[src/rtl/uart_pkg.sv]
// Shared UART definitions: receiver state encoding and oversampling constants.
package uart_pkg;

  localparam int unsigned OVERSAMPLE  = 16;
  localparam int unsigned MID_TICK    = 7;
  localparam int unsigned SAMPLE_TICK = OVERSAMPLE - 1;
  localparam int unsigned DATA_BITS   = 8;
  localparam int unsigned TICK_W      = 4;
  localparam int unsigned BIT_W       = 3;

  typedef enum logic [2:0] {
    RX_IDLE,
    RX_START,
    RX_DATA,
    RX_PARITY,
    RX_STOP
  } rx_state_e;

endpackage

[src/rtl/sync_fifo.sv]
// First-word-fall-through synchronous FIFO, reusable for RX and TX paths.
// Ports: clk, rst_n (async active-low), push/din write side, pop read side,
//        dout = head entry, empty, full, count (entries held).
// A push while full is accepted only if a pop happens in the same cycle.
module sync_fifo #(
  parameter int unsigned DEPTH = 4,
  parameter int unsigned WIDTH = 8
) (
  input  logic                     clk,
  input  logic                     rst_n,
  input  logic                     push,
  input  logic [WIDTH-1:0]         din,
  input  logic                     pop,
  output logic [WIDTH-1:0]         dout,
  output logic                     empty,
  output logic                     full,
  output logic [$clog2(DEPTH):0]   count
);

  localparam int unsigned AW = $clog2(DEPTH);

  logic [WIDTH-1:0] mem [DEPTH];
  logic [AW:0]      wr_ptr;
  logic [AW:0]      rd_ptr;
  logic             pop_do;
  logic             push_do;

  // Extra pointer MSB distinguishes full from empty when indices match.
  assign empty   = (wr_ptr == rd_ptr);
  assign full    = (wr_ptr[AW] != rd_ptr[AW]) && (wr_ptr[AW-1:0] == rd_ptr[AW-1:0]);
  assign count   = wr_ptr - rd_ptr;
  assign dout    = mem[rd_ptr[AW-1:0]];
  assign pop_do  = pop && !empty;
  assign push_do = push && (!full || pop_do);

  // Storage and pointers; memory cleared so the head reads 0 after reset.
  always_ff @(posedge clk or negedge rst_n) begin
    if (!rst_n) begin
      wr_ptr <= '0;
      rd_ptr <= '0;
      for (int i = 0; i < int'(DEPTH); i++) mem[i] <= '0;
    end else begin
      if (push_do) begin
        mem[wr_ptr[AW-1:0]] <= din;
        wr_ptr              <= wr_ptr + (AW+1)'(1);
      end
      if (pop_do) rd_ptr <= rd_ptr + (AW+1)'(1);
    end
  end

endmodule

[src/rtl/uart_rx_fifo.sv]
// UART 8N1 receiver with receive FIFO, driven by a shared 16x baud strobe.
// Ports: clk_i, rst_n_i (async active-low), brg_stb_i 16x strobe, rx_i serial,
//        rd_i pop, err_clr_i clear sticky flags; dout_o/empty_o/full_o/count_o
//        FIFO status, frame_err_o and overrun_o sticky errors.
// Optional macro UART_RX_PARITY_EN adds a parity bit (parity_odd_i selects odd)
// and the sticky parity_err_o flag.
module uart_rx_fifo
  import uart_pkg::*;
#(
  parameter int unsigned DEPTH       = 4,
  parameter int unsigned SYNC_STAGES = 2
) (
  input  logic                     clk_i,
  input  logic                     rst_n_i,
  input  logic                     brg_stb_i,
  input  logic                     rx_i,
  input  logic                     rd_i,
  input  logic                     err_clr_i,
`ifdef UART_RX_PARITY_EN
  input  logic                     parity_odd_i,
  output logic                     parity_err_o,
`endif
  output logic [DATA_BITS-1:0]     dout_o,
  output logic                     empty_o,
  output logic                     full_o,
  output logic [$clog2(DEPTH):0]   count_o,
  output logic                     frame_err_o,
  output logic                     overrun_o
);

  logic [SYNC_STAGES-1:0] sync_q;
  logic                   rx_s;
  rx_state_e              state_q, state_nxt;
  logic [TICK_W-1:0]      tick_q, tick_nxt;
  logic [BIT_W-1:0]       bit_q, bit_nxt;
  logic [DATA_BITS-1:0]   shift_q, shift_nxt;
  logic                   stop_c;
  logic                   frame_set_c;
  logic                   good_c;
  logic                   overrun_set_c;

  // Input synchronizer; idles high so reset does not look like a start bit.
  always_ff @(posedge clk_i or negedge rst_n_i) begin
    if (!rst_n_i) sync_q <= '1;
    else          sync_q <= {sync_q[SYNC_STAGES-2:0], rx_i};
  end
  assign rx_s = sync_q[SYNC_STAGES-1];

`ifdef UART_RX_PARITY_EN
  logic par_q, par_nxt;
  logic par_bad_c;
  logic parity_set_c;
`endif

  // State and datapath registers.
  always_ff @(posedge clk_i or negedge rst_n_i) begin
    if (!rst_n_i) begin
      state_q <= RX_IDLE;
      tick_q  <= '0;
      bit_q   <= '0;
      shift_q <= '0;
`ifdef UART_RX_PARITY_EN
      par_q   <= 1'b0;
`endif
    end else begin
      state_q <= state_nxt;
      tick_q  <= tick_nxt;
      bit_q   <= bit_nxt;
      shift_q <= shift_nxt;
`ifdef UART_RX_PARITY_EN
      par_q   <= par_nxt;
`endif
    end
  end

  // Next-state logic; everything advances only on strobe cycles.
  always_comb begin
    state_nxt = state_q;
    tick_nxt  = tick_q;
    bit_nxt   = bit_q;
    shift_nxt = shift_q;
    stop_c    = 1'b0;
`ifdef UART_RX_PARITY_EN
    par_nxt   = par_q;
`endif
    if (brg_stb_i) begin
      case (state_q)
        RX_IDLE: begin
          if (!rx_s) begin
            state_nxt = RX_START;
            tick_nxt  = '0;
          end
        end
        RX_START: begin
          if (tick_q == TICK_W'(MID_TICK)) begin
            tick_nxt  = '0;
            bit_nxt   = '0;
            state_nxt = rx_s ? RX_IDLE : RX_DATA;
          end else begin
            tick_nxt = tick_q + TICK_W'(1);
          end
        end
        RX_DATA: begin
          tick_nxt = tick_q + TICK_W'(1);
          if (tick_q == TICK_W'(SAMPLE_TICK)) begin
            shift_nxt = {rx_s, shift_q[DATA_BITS-1:1]};
            bit_nxt   = bit_q + BIT_W'(1);
            if (bit_q == BIT_W'(DATA_BITS - 1)) begin
`ifdef UART_RX_PARITY_EN
              state_nxt = RX_PARITY;
`else
              state_nxt = RX_STOP;
`endif
            end
          end
        end
`ifdef UART_RX_PARITY_EN
        RX_PARITY: begin
          tick_nxt = tick_q + TICK_W'(1);
          if (tick_q == TICK_W'(SAMPLE_TICK)) begin
            par_nxt   = rx_s;
            state_nxt = RX_STOP;
          end
        end
`endif
        RX_STOP: begin
          tick_nxt = tick_q + TICK_W'(1);
          if (tick_q == TICK_W'(SAMPLE_TICK)) begin
            stop_c    = 1'b1;
            state_nxt = RX_IDLE;
          end
        end
        default: state_nxt = RX_IDLE;
      endcase
    end
  end

  // Frame outcome at the stop-bit sample; framing error outranks parity.
  assign frame_set_c = stop_c && !rx_s;
`ifdef UART_RX_PARITY_EN
  assign par_bad_c     = par_q != (^shift_q ^ parity_odd_i);
  assign parity_set_c  = stop_c && rx_s && par_bad_c;
  assign good_c        = stop_c && rx_s && !par_bad_c;
`else
  assign good_c        = stop_c && rx_s;
`endif
  // A same-cycle read frees a slot in a full FIFO, so no overrun then.
  assign overrun_set_c = good_c && full_o && !rd_i;

  // Sticky error flags; a new event wins over a clear.
  always_ff @(posedge clk_i or negedge rst_n_i) begin
    if (!rst_n_i) begin
      frame_err_o  <= 1'b0;
      overrun_o    <= 1'b0;
`ifdef UART_RX_PARITY_EN
      parity_err_o <= 1'b0;
`endif
    end else begin
      frame_err_o  <= frame_set_c   || (frame_err_o  && !err_clr_i);
      overrun_o    <= overrun_set_c || (overrun_o    && !err_clr_i);
`ifdef UART_RX_PARITY_EN
      parity_err_o <= parity_set_c  || (parity_err_o && !err_clr_i);
`endif
    end
  end

  sync_fifo #(
    .DEPTH (DEPTH),
    .WIDTH (DATA_BITS)
  ) u_fifo (
    .clk   (clk_i),
    .rst_n (rst_n_i),
    .push  (good_c),
    .din   (shift_q),
    .pop   (rd_i),
    .dout  (dout_o),
    .empty (empty_o),
    .full  (full_o),
    .count (count_o)
  );

endmodule

[config.mk]
export PLATFORM = sky130hd
export DESIGN_NAME = uart_rx_fifo
export DESIGN_NICKNAME = d
export VERILOG_FILES = /design/src/rtl/uart_pkg.sv /design/src/rtl/sync_fifo.sv /design/src/rtl/uart_rx_fifo.sv
export SDC_FILE = /design/constraint.sdc
export NUM_CORES = 1
export LEC_CHECK = 0
export BUFFER_PORTS_ARGS = -buffer_cell sky130_fd_sc_hd__buf_2
export CORE_MARGIN = 2
export CORE_UTILIZATION = 35
export DETAILED_ROUTE_END_ITERATION = 7
export PLACE_DENSITY = 0.58
export SETUP_SLACK_MARGIN = 0.15
export SLEW_MARGIN = 10
export SYNTH_ARGS = -nofsm -noshare
export SYNTH_HDL_FRONTEND = slang
export SYNTH_SLANG_ARGS = --single-unit
[constraint.sdc]
create_clock -name clk_i -period 3.3 [get_ports clk_i]
set_clock_uncertainty 0.2 [all_clocks]
set_input_delay 0.66 -clock clk_i [delete_from_list [all_inputs] [get_ports clk_i]]
set_output_delay 0.66 -clock clk_i [all_outputs]
set_load 0.01 [all_outputs]
Word level (Yosys, flattened, before mapping)
Index checks and enable logic that the tools add are counted.
{ "op_classes": {"add_sub_neg": 5, "n_lt_le_gt_ge": 3, "eq_ne": 14, "n_mux": 22, "bitwise_logic": 2, "n_reduce_logical": 26} }
{ "ops": {"columns": ["op", "n"], "rows": [
  ["32-bit bitwise mux", 1],
  ["8-bit 2-to-1 mux", 3],
  ["3-bit 2-to-1 mux", 7],
  ["8-bit binary-select mux with 2-bit select", 1],
  ["8-bit demux with 2-bit select", 1],
  ["3-bit one-hot mux with 4 select lines", 1],
  ["4-bit one-hot mux with 3 select lines", 1],
  ["1-bit logical AND", 10],
  ["2-bit != test, second input constant", 5],
  ["3-bit by 1-bit adder with 3-bit output, second input constant", 3],
  ["4-bit 2-to-1 mux", 2],
  ["3-bit equality test, second input constant", 2],
  ["3-bit greater-or-equal comparator, second input constant", 2],
  ["2-bit NOT with 3-bit output", 2],
  ["3-bit one-hot mux with 2 select lines", 1],
  ["3-bit AND reduction", 2],
  ["6-bit AND reduction", 1],
  ["1-bit zero test", 5],
  ["4-bit by 1-bit adder with 4-bit output, second input constant", 1],
  ["4-bit by 3-bit equality test with 1-bit output, second input constant", 1],
  ["4-bit equality test, second input constant", 1],
  ["4-bit AND reduction", 1],
  ["3-bit by 1-bit equality test with 1-bit output, second input constant", 1],
  ["3-bit by 2-bit equality test with 1-bit output, second input constant", 1],
  ["other kinds (12)", 16]
]} }
{ "word_totals": {"ff_bits": 60, "inputBits": 6, "output_inout_bits": 15, "elab_cells": 85} }

Longest topological paths before layout
Gate-level depths: netlist (run 1).
{ "depth": {"depth_word": 8, "depth_mapped": 9, "depth_no_buf": 6} }

Cells and area by module
Synthesis (run 1) repeated with hierarchy kept, for this count alone.
{ "unflattened": {"hier_cells": 213, "area_unflattened_um2": 2969.1} }
{ "modules_own_cells": {"columns": ["module", "instances", "cells_per_inst", "area_per_inst_um2", "seq_area_each_um2"], "rows": [
  ["sync_fifo", 1, 117, 1883.1, 950.9],
  ["uart_rx_fifo", 1, 96, 1086.0, 553.0]
]} }

Worst setup path before layout (run 1)
Ideal clock, no wire load.
{ "synth_path": {"path_type": "register to register", "from": "register u_fifo.rd_ptr[1]", "to": "register u_fifo.mem[0] (netlist bit)", "setup_time_ps": 125, "t_arrival_ps": 2099, "required_time_ps": 2975, "slack_ps": 877, "path_stages_with_launch": 10, "path_buffers": 3, "period_less_slack_ps": 2423, "path_cell_list": "dfrtp_1 clkbuf_1 inv_1 ha_1 nand2_1 or3_1 buf_6 and3_4 buf_6 mux2_2"} }
{ "synth_via": {"elab_chain_len": 5, "word_cells_on_any_way": 8, "classes_between": "2 x eq/ne; 6 x reduce/logical"} }
{ "synth_rtl": {"columns": ["element", "line", "source"], "rows": [
  ["start, declared", "sync_fifo.sv:24", "logic [AW:0] rd_ptr;"],
  ["start signal, assigned", "sync_fifo.sv:47", "if (pop_do) rd_ptr <= rd_ptr + (AW+1)'(1);"],
  ["3-bit equality test / 2-bit equality test (equally long branches)", "sync_fifo.sv:29, sync_fifo.sv:30", null],
  ["1-bit zero test / 1-bit logical AND (equally long branches)", "sync_fifo.sv:33, sync_fifo.sv:30", null],
  ["1-bit logical AND / 1-bit zero test (equally long branches)", "sync_fifo.sv:33, sync_fifo.sv:34", null],
  ["1-bit logical OR (*)", "sync_fifo.sv:34", "assign push_do = push && (!full || pop_do);"],
  ["1-bit logical AND (*)", "sync_fifo.sv:34", null],
  ["end signal, assigned by index", "sync_fifo.sv:44", "mem[wr_ptr[AW-1:0]] <= din;"],
  ["end, declared", "sync_fifo.sv:22", "logic [WIDTH-1:0] mem [DEPTH];"]
]} }
Every way passes the cells marked *; elsewhere a longest branch is shown, timed or not.
A chain may end at the register's enable or synchronous reset.

Final worst setup path (run 1)
{ "layout_path": {"from": "register u_fifo.rd_ptr[0]", "to": "output count_o[2]"} }
{ "layout_via": {"elab_chain_len": 1} }
{ "layout_rtl": {"columns": ["element", "line", "source"], "rows": [
  ["3-bit subtractor", "sync_fifo.sv:31", "assign count = wr_ptr - rd_ptr;"],
  ["end, declared", "uart_rx_fifo.sv:26", "output logic [$clog2(DEPTH):0] count_o,"]
]} }
No other way between the ends.

==> results of run 1 <==
## layer usage
layer | GRT usage | vias to the layer above | routed length, microns
met4 | 0.0616 | 0 | 110
li1 | - | 796 | -
met1 | 0.181 | 852 | 2600
met3 | 0.0401 | 9 | 161
met5 | 0 | - | 0
met2 | 0.186 | 24 | 2250
## power breakdown
| part | internal, mW | switching, mW | leakage [nW] | total (mW) |
|---|---|---|---|---|
| clock network | 0.344 | 0.292 | 0.0910 | 0.636 |
| registers | 0.773 | 0.0608 | 0.820 | 0.833 |
| logic | 0.0830 | 0.0824 | 0.669 | 0.165 |
## stage by stage
step	setup WS (ps)	power, mW
floorplan	877	0.967
global placement	761	1.01
detailed placement	727	1.01
CTS	417	1.66
global route	312	1.71
finish	468	1.63
## placed cells by master, fill, tap and decap left out, types with 3 or more instances in the layout
cell type / synthesis / final
nor3b_1: 4 / 4
nor2_1: 4 / 4
mux2_2: 41 / 41
clkinv_2: 0 / 3
nand2_1: 13 / 13
nand3_1: 4 / 4
xnor2_1: 5 / 5
mux4_2: 8 / 8
clkbuf_8: 0 / 9
ha_1: 10 / 10
inv_1: 13 / 13
nand3_2: 3 / 3
dfrtp_1: 58 / 58
o21ai_0: 5 / 5
buf_2: 2 / 20
clkinvlp_4: 0 / 3
## critical path: cells and delay by family (launching register included)
family	cells	cell delay, ps
buffers and inverters	1	140
flip-flops	1	620
XOR/XNOR	1	160
adder cells (fa/ha/maj)	2	710
## state kept, by name, indices dropped and copies added (netlist names)
register       flops
bit_q              3
frame_err_o        1
overrun_o          1
shift_q            8
state_q            3
sync_q             2
tick_q             4
u_fifo.mem        32
u_fifo.rd_ptr      3
u_fifo.wr_ptr      3
## cells by family (layout without fill, tap and decap cells)
family          count (synthesis)  count (layout)
xor+xnor                        6               6
flops                          60              60
simple gates                   39              39
fa+ha+maj                      12              12
mux                            49              49
buf+inv                        23              51
compound gates                 19              19
## cell usage after synthesis, types with 2 or more instances
library cell | instances | area share
and3_1 | 2 | 0.0044
a32o_1 | 2 | 0.0071
a211o_1 | 2 | 0.0062
o21ai_0 | 5 | 0.0088
nor3b_1 | 4 | 0.011
clkbuf_1 | 5 | 0.0066
mux2_2 | 41 | 0.16
dfstp_2 | 2 | 0.019
buf_2 | 2 | 0.0035
inv_1 | 13 | 0.017
mux4_2 | 8 | 0.063
nand3_2 | 3 | 0.011
ha_1 | 10 | 0.044
xnor2_1 | 5 | 0.015
dfrtp_1 | 58 | 0.51
nand2_1 | 13 | 0.017
nand3_1 | 4 | 0.0071
nor2_1 | 4 | 0.0053
buf_6 | 2 | 0.0079
## cell type report
cell class | count | area, sq um | area share
timing repair buffer | 22 | 115 | 0.0358
clock buffer | 9 | 124 | 0.0385
tap | 102 | 128 | 0.0397
inverter | 13 | 48.8 | 0.0152
sequential | 60 | 1500 | 0.468
multi-input combinational | 125 | 1230 | 0.382
clock inverter | 7 | 67.6 | 0.0210
## final timing paths
check                                 start             end  slack (ps)  cells past startpoint
max                        u_fifo.rd_ptr[0]      count_o[2]         470                      4
min                               sync_q[0]       sync_q[1]         160                      0
max reg2reg                u_fifo.rd_ptr[1]  u_fifo.mem[14]         730                      6
min reg2reg                       sync_q[0]       sync_q[1]         160                      0
max in group asynchronous           rst_n_i  u_fifo.mem[24]        2130                      2
min in group asynchronous           rst_n_i       tick_q[0]         260                      2
==> metrics.txt, run 1 <==
CP endpoint kind primary output; Initial Util 0.364; PwrDens approximately 510 mW/mm^2; post-route ant nets 0; Vias/cell around 5.0; die width 94.1 microns; DP Area slightly above 0.003 sq mm; Simple-Gate Fraction of Synth Area 0.0820; Final Cell Area 0.00321 sq mm; status finished, final reports clean; final hold vios 0; Via Count about 1700; Compound-Gate Fraction of Synth Area 0.0511; Static Leak between 1.5 and 2 nW; Post-Route WL 5120 microns; CTS buffer count 9; worst hold margin between 150 and 200 ps; Hold WC Path Type flip-flop to flip-flop; clock sinks 60; max-slew violations 0; CTS resizes 0; PortBufs 20; Final Setup Violations 0; XOR/XNOR share of the synthesized area 0.0185; Slowest cell on crit path dfrtp_1; Arrival @ worst endpoint around 2000 ps; syn avg cell area 13.6 sq um; Global Route Usage Sum 0.131; placed instance count 322; Worst Tran Pin Value approximately 760 ps; Primary FF master, synth dfrtp_1; First-pass DRT Iterations 4; CTS tree done; CTS Root Cell clkbuf_8; first-pass GRT wire length 8650 microns; Max clock buf depth 2; initial DRC count 37; Post-route DRC 0; vias in the first global route about 1700; post-CTS setup buffers 0; Placer Congestion 0.697; H-tree depth 3; Tcrit/Tclk final 0.858; Syn Inst Count approximately 210; Hold-fix buffers, CTS 0; VDD IR max between 0.15 and 0.2 mV; Synth-to-Final Area Change 13.2%; die height about 94 microns; TNS Setup 0 ps; crit start category flip-flop; Worst Path Required approximately 2400 ps; Final Core Density 0.412; mapped cell area roughly 0.0028 sq mm; row count 32; clock latency on the worst-skew pair 340 ps; WL per Instance 15.2 microns; crit path kind flip-flop to primary output; slew margin rel. 0.495; FMAX 353 MHz; multiplexer share of the synthesized area 0.226; Worst-path clk slew about 70 ps; number of synthesized flops with an enable pin 0; crit path time final between 2000 and 3000 ps; adder-cell share of the synthesized area 0.0546; YS warnings 0; Yosys cell types between 40 and 50; core area 0.00781 sq mm; CP peak stage delay approximately 620 ps; Post-Syn Nets roughly 230; CP Max Fanout 11; final instance count without filler cells between 300 and 400; post-DP HPWL 3350 microns; worst path cell trace ha_1 -> fa_1 -> xnor2_1 -> buf_2; synthesized flop and latch total 60; initial antenna violation count 0; Final nets between 200 and 250; Fill cells approximately 730; asr flop ratio synth 1.00; die area about 0.009 sq mm; max-cap violations 0; # diodes 0; layout cells sized above 1 0.398; total gr overflow 0; RSZ-0062 raised after global routing no; register area share after synthesis 0.530; largest net degree at the start of global routing 61; combinational family with the most area after synthesis multiplexers; I/O pins 21
Power figures use the tool's default switching activity.
==> run 2: changes to the inputs <==
- CORE_UTILIZATION: 35 -> 59
- PLACE_DENSITY: 0.58 -> 0.85
==> metrics.txt, run 2 (synthesis gave the netlist of run 1 again) <==
most frequent cells in the layout dfrtp_1 (58), mux2_2 (41), buf_2 (20); Via Count 1723; Final Cell Area between 0.003 and 0.004 sq mm; slew margin rel. 0.558; CTS tree done; First-pass DRT Iterations 4; Hold-fix buffers, CTS 0; CP startpoint u_fifo.rd_ptr[0]; max reg flops 32; PwrDens 546 mW/mm^2; Worst Path Required 2440 ps; die width around 73 microns; Tot Pwr between 1.5 and 2 mW; RSZ-0062 raised after global routing no; die height ~73 microns; TNS Setup 0 ps; Static Leak ~1.6 nW; post-CTS setup buffers 0; first-pass GRT wire length between 8000 and 9000 microns; largest register by flop count u_fifo.mem; R2R Path Start u_fifo.rd_ptr[1]; CP Capture Point count_o[2]; die area ~0.0054 sq mm; Worst Tran Pin Value approximately 660 ps; post-route ant nets 0; Post-Route WL approximately 5100 microns; placed instance count about 270; WL per Instance 17.7 microns; Reg2Reg Setup Slack just over 700 ps; CTS Root Cell clkbuf_8; Multi-input gate area approximately 0.0012 sq mm; clock latency on the worst-skew pair 330 ps; largest net degree at the start of global routing 50; Post-route DRC 0; Initial Util 0.605; CTS resizes 0; fin worst setup slack roughly 470 ps; PortBufs 20; CP peak stage delay about 620 ps; Placer Congestion about 0.85; I/O pins 21; crit start category flip-flop; Hold WC Path Type input port to asynchronous set/reset pin; Tcrit/Tclk final 0.859; layout cells sized above 1 0.389; Arrival @ worst endpoint roughly 2000 ps; Synth-to-Final Area Change 11.7%; core area 0.00469 sq mm; max-slew violations 0; Setup Slack @ Placement around 740 ps; Vias/cell about 6.0; clock sinks 60; Regs by FF count u_fifo.mem x32, shift_q x8, tick_q x4; # diodes 0; VDD IR max 0.289 mV; final instance count without filler cells roughly 290; Max clock buf depth 2; R2R Path End u_fifo.mem[22]; H-tree depth 3; initial antenna violation count 0; most common cell after layout, fill and taps aside dfrtp_1; Reg2Reg Depth 6; Fill cells 326; CP Max Fanout 11; Final Core Density 0.676; initial DRC count approximately 140; Final nets around 250; Worst-path clk slew around 60 ps; crit path kind flip-flop to primary output; CP endpoint kind primary output; violated checks hold timing; FMAX 353 MHz; Global Route Usage Sum 0.219; vias in the first global route around 1700; total gr overflow 0; Register Area roughly 0.0015 sq mm; DP Area just under 0.003 sq mm; final hold vios 3; Slowest cell on crit path dfrtp_1; row count 25; post-DP HPWL between 3000 and 4000 microns; max-cap violations 0; worst path cell trace ha_1 -> fa_1 -> xnor2_1 -> buf_2; CTS buffer count 9; status complete, but fails checks; worst hold margin -1.91 ps; crit path time final ~2800 ps; Final Setup Violations 0
==> run 2: changes by cell type in the layout (fill, tap and decap cells not counted), sizes merged <==
cell,change
clkinvlp,-3
buf,-1
clkinv,-1
clkbuf,+2
bufinv,+1
==> run 2: worst min path at each step <==
stage	from	to	slack (ps)	cells past startpoint
global route	rst_n_i	tick_q[1]	9	1
detailed placement	sync_q[0]	sync_q[1]	150	0
global placement	sync_q[0]	sync_q[1]	150	0
finish	rst_n_i	tick_q[1]	-2	1
floorplan	sync_q[0]	sync_q[1]	150	0
CTS	rst_n_i	tick_q[1]	0.2	1
==> run 2: layout make-up <==
| type | instances | share of cell area |
|---|---|---|
| repair buffers | 21 | 0.0339 |
| multi-input cells | 125 | 0.387 |
| inverters | 13 | 0.0154 |
| clock inverters | 4 | 0.0233 |
| clock buffers | 11 | 0.0446 |
| well taps | 54 | 0.0213 |
| flip-flops and latches | 60 | 0.474 |
==> run 2: power breakdown <==
group	total, mW	internal (mW)	switching, mW	leakage (nW)
logic	0.178	0.0839	0.0939	0.665
registers	0.836	0.773	0.0634	0.820
clock network	0.717	0.442	0.275	0.109
==> run 2: critical path, delay by kind of cell, from the launching register on <==
family	cells	cell delay (ps)
xor gates and xnor gates	1	150
adders and majority gates	2	740
buffers and inverters	1	140
DFF	1	620
==> run 2: per-layer routing <==
metal,wire (microns),vias to the layer above,global-route usage,share of wire
li1,-,795,-,-
met1,2420,866,0.311,0.47
met2,2330,47,0.313,0.46
met3,181,15,0.0439,0.035
met4,170,0,0.131,0.033
met5,0,-,0,0
